--- config.mk ---
export PLATFORM = sky130hd
export DESIGN_NAME = calc_multi_top
export DESIGN_NICKNAME = d
export VERILOG_FILES = /design/src/rtl/calc_multi_top.sv
export SDC_FILE = /design/constraint.sdc
export NUM_CORES = 1
export LEC_CHECK = 0
export CAP_MARGIN = 20
export CORE_ASPECT_RATIO = 0.8
export CORE_MARGIN = 2
export CORE_UTILIZATION = 35
export CTS_BUF_LIST = sky130_fd_sc_hd__clkbuf_4 sky130_fd_sc_hd__clkbuf_8 sky130_fd_sc_hd__clkbuf_16
export DETAILED_ROUTE_END_ITERATION = 8
export GPL_ROUTABILITY_DRIVEN = 0
export PLACE_DENSITY = 0.47
export SYNTH_ARGS = -nofsm -noshare
export SYNTH_HDL_FRONTEND = slang
export SYNTH_SLANG_ARGS = --single-unit
--- constraint.sdc ---
create_clock -name CLK -period 5.72 [get_ports CLK]
set_input_delay 1.144 -clock CLK [delete_from_list [all_inputs] [get_ports CLK]]
set_output_delay 1.144 -clock CLK [all_outputs]
set_load 0.1 [all_outputs]
--- src/rtl/calc_multi_top.sv ---
// calc_multi_top: debounced keypad entry of two BCD operands, digit-serial add/subtract, scanned 7-segment display
module calc_multi_top #(
  parameter int DIGITS     = 4,
  parameter int DEB_CYCLES = 100000,
  parameter int SCAN_DIV   = 50000
) (
  input  logic        CLK,
  input  logic        RST_X,
  input  logic [13:0] PSW,
  output logic [7:0]  SEG_1_OUT,
  output logic [3:0]  SEG_SEL_1,
  output logic [7:0]  SEG_2_OUT,
  output logic [3:0]  SEG_SEL_2
);
  localparam int W  = 4 * DIGITS;
  localparam int DW = $clog2(DEB_CYCLES);
  localparam int SW = $clog2(SCAN_DIV + 1);

  typedef enum logic [1:0] {ENTER_A, ENTER_B, CALC, SHOW} state_t;

  function automatic logic [7:0] seg7(input logic [3:0] d);
    case (d)
      4'd0: seg7 = 8'h3F;
      4'd1: seg7 = 8'h06;
      4'd2: seg7 = 8'h5B;
      4'd3: seg7 = 8'h4F;
      4'd4: seg7 = 8'h66;
      4'd5: seg7 = 8'h6D;
      4'd6: seg7 = 8'h7D;
      4'd7: seg7 = 8'h07;
      4'd8: seg7 = 8'h7F;
      4'd9: seg7 = 8'h6F;
      default: seg7 = 8'h00;
    endcase
  endfunction

  logic [13:0]   sync_m, sync_s, s0, s1, prev, ev;
  logic [DW-1:0] deb_cnt;
  logic          tick;
  assign tick = deb_cnt == DW'(DEB_CYCLES - 1);

  // ev is a one-cycle pulse raised on the tick that first sees two stable samples
  always_ff @(posedge CLK or negedge RST_X) begin
    if (!RST_X) begin
      sync_m  <= '0;
      sync_s  <= '0;
      s0      <= '0;
      s1      <= '0;
      prev    <= '0;
      ev      <= '0;
      deb_cnt <= '0;
    end else begin
      sync_m  <= PSW;
      sync_s  <= sync_m;
      deb_cnt <= tick ? '0 : deb_cnt + 1'b1;
      ev      <= tick ? (s0 & s1 & ~prev) : '0;
      if (tick) begin
        s0   <= sync_s;
        s1   <= s0;
        prev <= s0 & s1;
      end
    end
  end

  logic       clr, eq, pl, mi, dig_v;
  logic [3:0] dig;
  always_comb begin
    clr   = ev[13];
    eq    = ev[12] & ~clr;
    pl    = ev[10] & ~ev[12] & ~clr;
    mi    = ev[11] & ~ev[10] & ~ev[12] & ~clr;
    dig_v = |ev[9:0] & ~|ev[13:10];
    dig   = '0;
    for (int i = 9; i >= 0; i--) if (ev[i]) dig = 4'(i);
  end

  state_t       state, n_state;
  logic [W-1:0] a, b, x, y, n_a, n_b, n_x, n_y;
  logic [W+3:0] r, n_r;
  logic [2:0]   cnt_a, cnt_b, step, n_cnt_a, n_cnt_b, n_step;
  logic         sign, sub, c, n_sign, n_sub, n_c;

  logic [2:0] di;
  logic [3:0] xi, yi, s;
  logic [4:0] sum, dif;
  logic       co, swap;
  always_comb begin
    di   = step == 3'd0 ? 3'd0 : step - 3'd1;
    xi   = x[di*4 +: 4];
    yi   = y[di*4 +: 4];
    sum  = {1'b0, xi} + {1'b0, yi} + {4'b0, c};
    dif  = {1'b0, xi} - {1'b0, yi} - {4'b0, c};
    co   = sub ? dif[4] : sum > 5'd9;
    s    = sub ? (dif[4] ? 4'(dif + 5'd10) : dif[3:0]) : (sum > 5'd9 ? 4'(sum - 5'd10) : sum[3:0]);
    swap = sub && a < b;
  end

  always_comb begin
    n_state = state;
    n_a     = a;
    n_b     = b;
    n_x     = x;
    n_y     = y;
    n_r     = r;
    n_cnt_a = cnt_a;
    n_cnt_b = cnt_b;
    n_step  = step;
    n_sign  = sign;
    n_sub   = sub;
    n_c     = c;
    if (clr) begin
      n_state = ENTER_A;
      n_a     = '0;
      n_b     = '0;
      n_r     = '0;
      n_sign  = 1'b0;
      n_cnt_a = '0;
      n_cnt_b = '0;
    end else begin
      case (state)
        ENTER_A:
          if (dig_v && cnt_a != 3'(DIGITS)) begin
            n_a     = W'({a, dig});
            n_cnt_a = cnt_a + 3'd1;
          end else if (pl || mi) begin
            n_sub   = mi;
            n_b     = '0;
            n_cnt_b = '0;
            n_state = ENTER_B;
          end
        ENTER_B:
          if (dig_v && cnt_b != 3'(DIGITS)) begin
            n_b     = W'({b, dig});
            n_cnt_b = cnt_b + 3'd1;
          end else if (eq) begin
            n_state = CALC;
            n_step  = '0;
          end else if ((pl || mi) && cnt_b == 3'd0) begin
            n_sub = mi;
          end
        CALC:
          if (step == 3'd0) begin
            n_x    = swap ? b : a;
            n_y    = swap ? a : b;
            n_sign = swap;
            n_c    = 1'b0;
            n_step = 3'd1;
          end else begin
            n_r[di*4 +: 4] = s;
            n_c    = co;
            n_step = step + 3'd1;
            if (step == 3'(DIGITS)) begin
              n_r[W +: 4] = {3'b0, ~sub & co};
              n_state     = SHOW;
            end
          end
        default:
          if (dig_v) begin
            n_a     = W'(dig);
            n_cnt_a = 3'd1;
            n_b     = '0;
            n_state = ENTER_A;
          end
      endcase
    end
  end

  always_ff @(posedge CLK or negedge RST_X) begin
    if (!RST_X) begin
      state <= ENTER_A;
      a     <= '0;
      b     <= '0;
      x     <= '0;
      y     <= '0;
      r     <= '0;
      cnt_a <= '0;
      cnt_b <= '0;
      step  <= '0;
      sign  <= 1'b0;
      sub   <= 1'b0;
      c     <= 1'b0;
    end else begin
      state <= n_state;
      a     <= n_a;
      b     <= n_b;
      x     <= n_x;
      y     <= n_y;
      r     <= n_r;
      cnt_a <= n_cnt_a;
      cnt_b <= n_cnt_b;
      step  <= n_step;
      sign  <= n_sign;
      sub   <= n_sub;
      c     <= n_c;
    end
  end

  logic [SW-1:0] scan_cnt;
  logic [1:0]    idx;
  logic [15:0]   a16, b16, r16;
  logic [3:0]    d1, carry;
  logic [7:0]    g1, g2;
  always_comb begin
    a16   = 16'(a);
    b16   = 16'(b);
    r16   = 16'(r);
    carry = r[W +: 4];
    d1    = state == ENTER_A ? a16[idx*4 +: 4] : state == SHOW ? r16[idx*4 +: 4] : b16[idx*4 +: 4];
    g1    = int'(idx) < DIGITS ? seg7(d1) : 8'h00;
    g2    = idx == 2'd0 ? (state == SHOW && carry != 4'd0 ? seg7(carry) : 8'h00) :
            idx == 2'd1 ? (state == SHOW && sign ? 8'h40 : 8'h00) :
            idx == 2'd3 ? (state == ENTER_A ? 8'h77 : state == ENTER_B ? 8'h7C : 8'h00) : 8'h00;
  end

  always_ff @(posedge CLK or negedge RST_X) begin
    if (!RST_X) begin
      scan_cnt  <= '0;
      idx       <= '0;
      SEG_1_OUT <= '0;
      SEG_2_OUT <= '0;
      SEG_SEL_1 <= '0;
      SEG_SEL_2 <= '0;
    end else begin
      scan_cnt  <= scan_cnt == SW'(SCAN_DIV - 1) ? '0 : scan_cnt + 1'b1;
      idx       <= scan_cnt == SW'(SCAN_DIV - 1) ? idx + 2'd1 : idx;
      SEG_1_OUT <= g1;
      SEG_2_OUT <= g2;
      SEG_SEL_1 <= 4'b0001 << idx;
      SEG_SEL_2 <= 4'b0001 << idx;
    end
  end
endmodule

==> impl_metrics.json <==
{
  "netlist.area_leader.share": 0.499,
  "fin_skew_ns": 0.0130,
  "powerDensity_mw_per_mm2": 258,
  "grt_pass1_wl_um": 49400,
  "ios": 40,
  "clkSinkCount": 235,
  "status": "completed",
  "yosysUniqueCellTypes": 77,
  "holdPathEnd": "sync_s[4]",
  "final_common_cell": "nand2_1",
  "initial_utilization": 0.353,
  "core-area_mm2": 0.0334,
  "p_leak_nw": 6.08,
  "synth_warnings": 0,
  "multi_input_area_mm2": 0.00541,
  "post-cts-setup-buffers": 0,
  "timing.rr.end": "r[1]",
  "fin_crit_sh": 0.869,
  "synthArstFlopShare": 1.00,
  "wl_met2_um": 12500,
  "r2r_start": "step[0]",
  "grt_overflow": 0,
  "nFillCells": 3255,
  "ir_drop_mv": 0.224,
  "min_period_ns": 4.97,
  "num_vias": 8690,
  "wl_per_cell_um": 17.9,
  "synth_top_area_cell": "dfrtp_1",
  "mostFrequentLayoutCells": "nand2_1, dfrtp_1, nor2_1, o21ai_1",
  "crit_fanout": 10,
  "maxSlewViolCount": 0,
  "regToRegSetupSlack_ns": 0.75,
  "dp_hpwl_um": 20800,
  "fin_nets": 1319,
  "reg2regPathDepth": 19,
  "slew_headroom": 0.284,
  "first_pass_iters": 4,
  "crit_arrival_ns": 5.42,
  "grt_usage": 0.177,
  "cp-start-kind": "register",
  "rsz0062_at_grt": "false",
  "antenna_found_initial": 0,
  "hold_start": "sync_m[4]",
  "synthXorXnorAreaFrac": 0.0286,
  "wl_met1_um": 15700,
  "cts_root_buf": "clkbuf_16",
  "cts_hold_buf": 0,
  "postPlaceCellArea_mm2": 0.0126,
  "syn_to_final_growth_pct": 14.5,
  "cts_buffers": 27,
  "yosys.area_share.simple": 0.187,
  "grt_max_degree": 116,
  "cts_max_path_buffers": 3,
  "ff_latch_area_mm2": 0.00588,
  "die-area_mm2": 0.0352,
  "netlist_area_mm2": 0.0118,
  "n_antenna_cell": 0,
  "hold_violations": 0,
  "die_x_um": 209,
  "synth_cells": 1225,
  "path_class": "register to register",
  "synth-edff-count": 0,
  "met3_length_um": 1410,
  "yosys.area_share.adder": 0.0651,
  "synth_top_family_by_area": "simple AND/OR/NAND/NOR gates",
  "hp-class": "register to register",
  "drc": 0,
  "endpoint_kind": "register",
  "netlist_top_cells_area": "dfrtp_1, nand2_1, ha_1, nor2_1, o21ai_1",
  "tightest_slew_ns": 1.07,
  "die_y_um": 168,
  "synth_area_per_cell_um2": 9.63,
  "route.top_layer_used": "met4",
  "port-buffer-count": 37,
  "drt_iter0_drc": 700,
  "synth_flop_cell": "dfrtp_1",
  "synthMuxAreaShare": 0.0461,
  "worst-endpoint-required_ns": 6.17,
  "holdPathStages": 0,
  "setup_viol": 0,
  "cts_tree": "done",
  "rows": 60,
  "cts_resized": 0,
  "clock_latency_ns": 0.55,
  "fin_area_mm2": 0.0135,
  "routed_wl_um": 30400,
  "tns_ns": 0,
  "synth_compound_area_frac": 0.129,
  "cap_violations": 0,
  "drive_gt1_frac": 0.0752,
  "ant_nets": 0,
  "clkTransAtPathRegs_ns": 0.06,
  "ys_seq_area_frac": 0.499,
  "clock.fmax_ghz": 0.201,
  "avgViaCountPerCell": 5.12,
  "grt_pass1_vias": 8447,
  "htreeDepth": 1,
  "synth-seq-cells": 235
}
where the power goes:
part	internal (mW)	switching, mW	leakage, nW
clock	1.05	0.702	0.458
sequential	1.67	0.00249	3.15
combinational	0.0106	0.0397	2.47
worst max path at each step:
stage | startpoint | to | slack, ns | depth (start not counted)
floorplan | step[0] | r[1] | 1.40 | 22
global placement | step[0] | r[6] | 1.00 | 16
detailed placement | step[0] | r[3] | 0.80 | 16
CTS | step[0] | r[2] | 0.77 | 16
global route | step[0] | r[3] | 0.35 | 17
finish | step[0] | r[1] | 0.75 | 19
Yosys cell counts, types with 19 or more instances:
master,number
mux2i_1,24
clkbuf_1,40
o21ai_1,56
nand2_1,256
a21oi_1,47
dfrtp_1,235
o21ai_0,38
nand4_1,25
nand3_1,21
xnor2_1,19
ha_1,55
nor3_1,20
inv_1,55
o211ai_1,21
nor2_1,79
layout make-up:
| type | instances | area share |
|---|---|---|
| Sequential cell | 235 | 0.435 |
| Multi-Input combinational cell | 867 | 0.400 |
| Clock buffer | 42 | 0.0621 |
| Timing Repair Buffer | 54 | 0.0402 |
| Tap cell | 434 | 0.0402 |
| Inverter | 59 | 0.0164 |
| Clock inverter | 7 | 0.00547 |
layer usage:
layer / vias to the layer above / track usage
met5: - / 0
met3: 42 / 0.0293
met2: 174 / 0.253
li1: 4255 / -
met4: 0 / 0.0441
met1: 4219 / 0.276
cells by family after synthesis:
family,Yosys count
AO/OA/AOI/OAI,242
XOR/XNOR,37
adder cells (fa/ha/maj),59
buffers and inverters,124
flip-flops,235
multiplexers,44
other,1
AND/OR/NAND/NOR,483
worst max-delay path, cell delays in order, from the launching register on:
cell and delay (ns):
dfrtp_1 0.37, inv_1 0.23, ha_1 0.38, nor2b_1 0.64, nor2_2 0.26, mux2i_1 0.21, a21oi_1 0.09, nand2_1 0.11
inv_1 0.06, fa_1 0.41, fa_1 0.42, xnor2_1 0.35, inv_1 0.08, ha_1 0.20, inv_1 0.08, o22ai_1 0.12
a21oi_1 0.22, mux2i_1 0.20, nand2_1 0.17, a211oi_1 0.25
metrics by stage:
step	worst slack (ns)	hold slack (ns)	utilization	std cells	power, mW
2_1_floorplan	1.40	0.331	-	1226	1.71
3_5_place_dp	0.796	0.337	0.376	1648	1.76
3_3_place_gp	1.00	0.333	0.375	1646	1.76
6_report	0.750	0.349	0.404	1698	3.48
4_1_cts	0.766	0.351	0.403	1697	3.54
5_1_grt	0.351	0.357	0.404	1698	3.62
flip-flops by register name, indices dropped and copies added (netlist names), 14 cells and up:
name	cells
sync_s	14
x	16
r	20
prev	14
scan_cnt	16
sync_m	14
y	16
a	16
ev	14
b	16
deb_cnt	17
s1	14
s0	14
No activity file was read; power rests on OpenSTA's default activity.
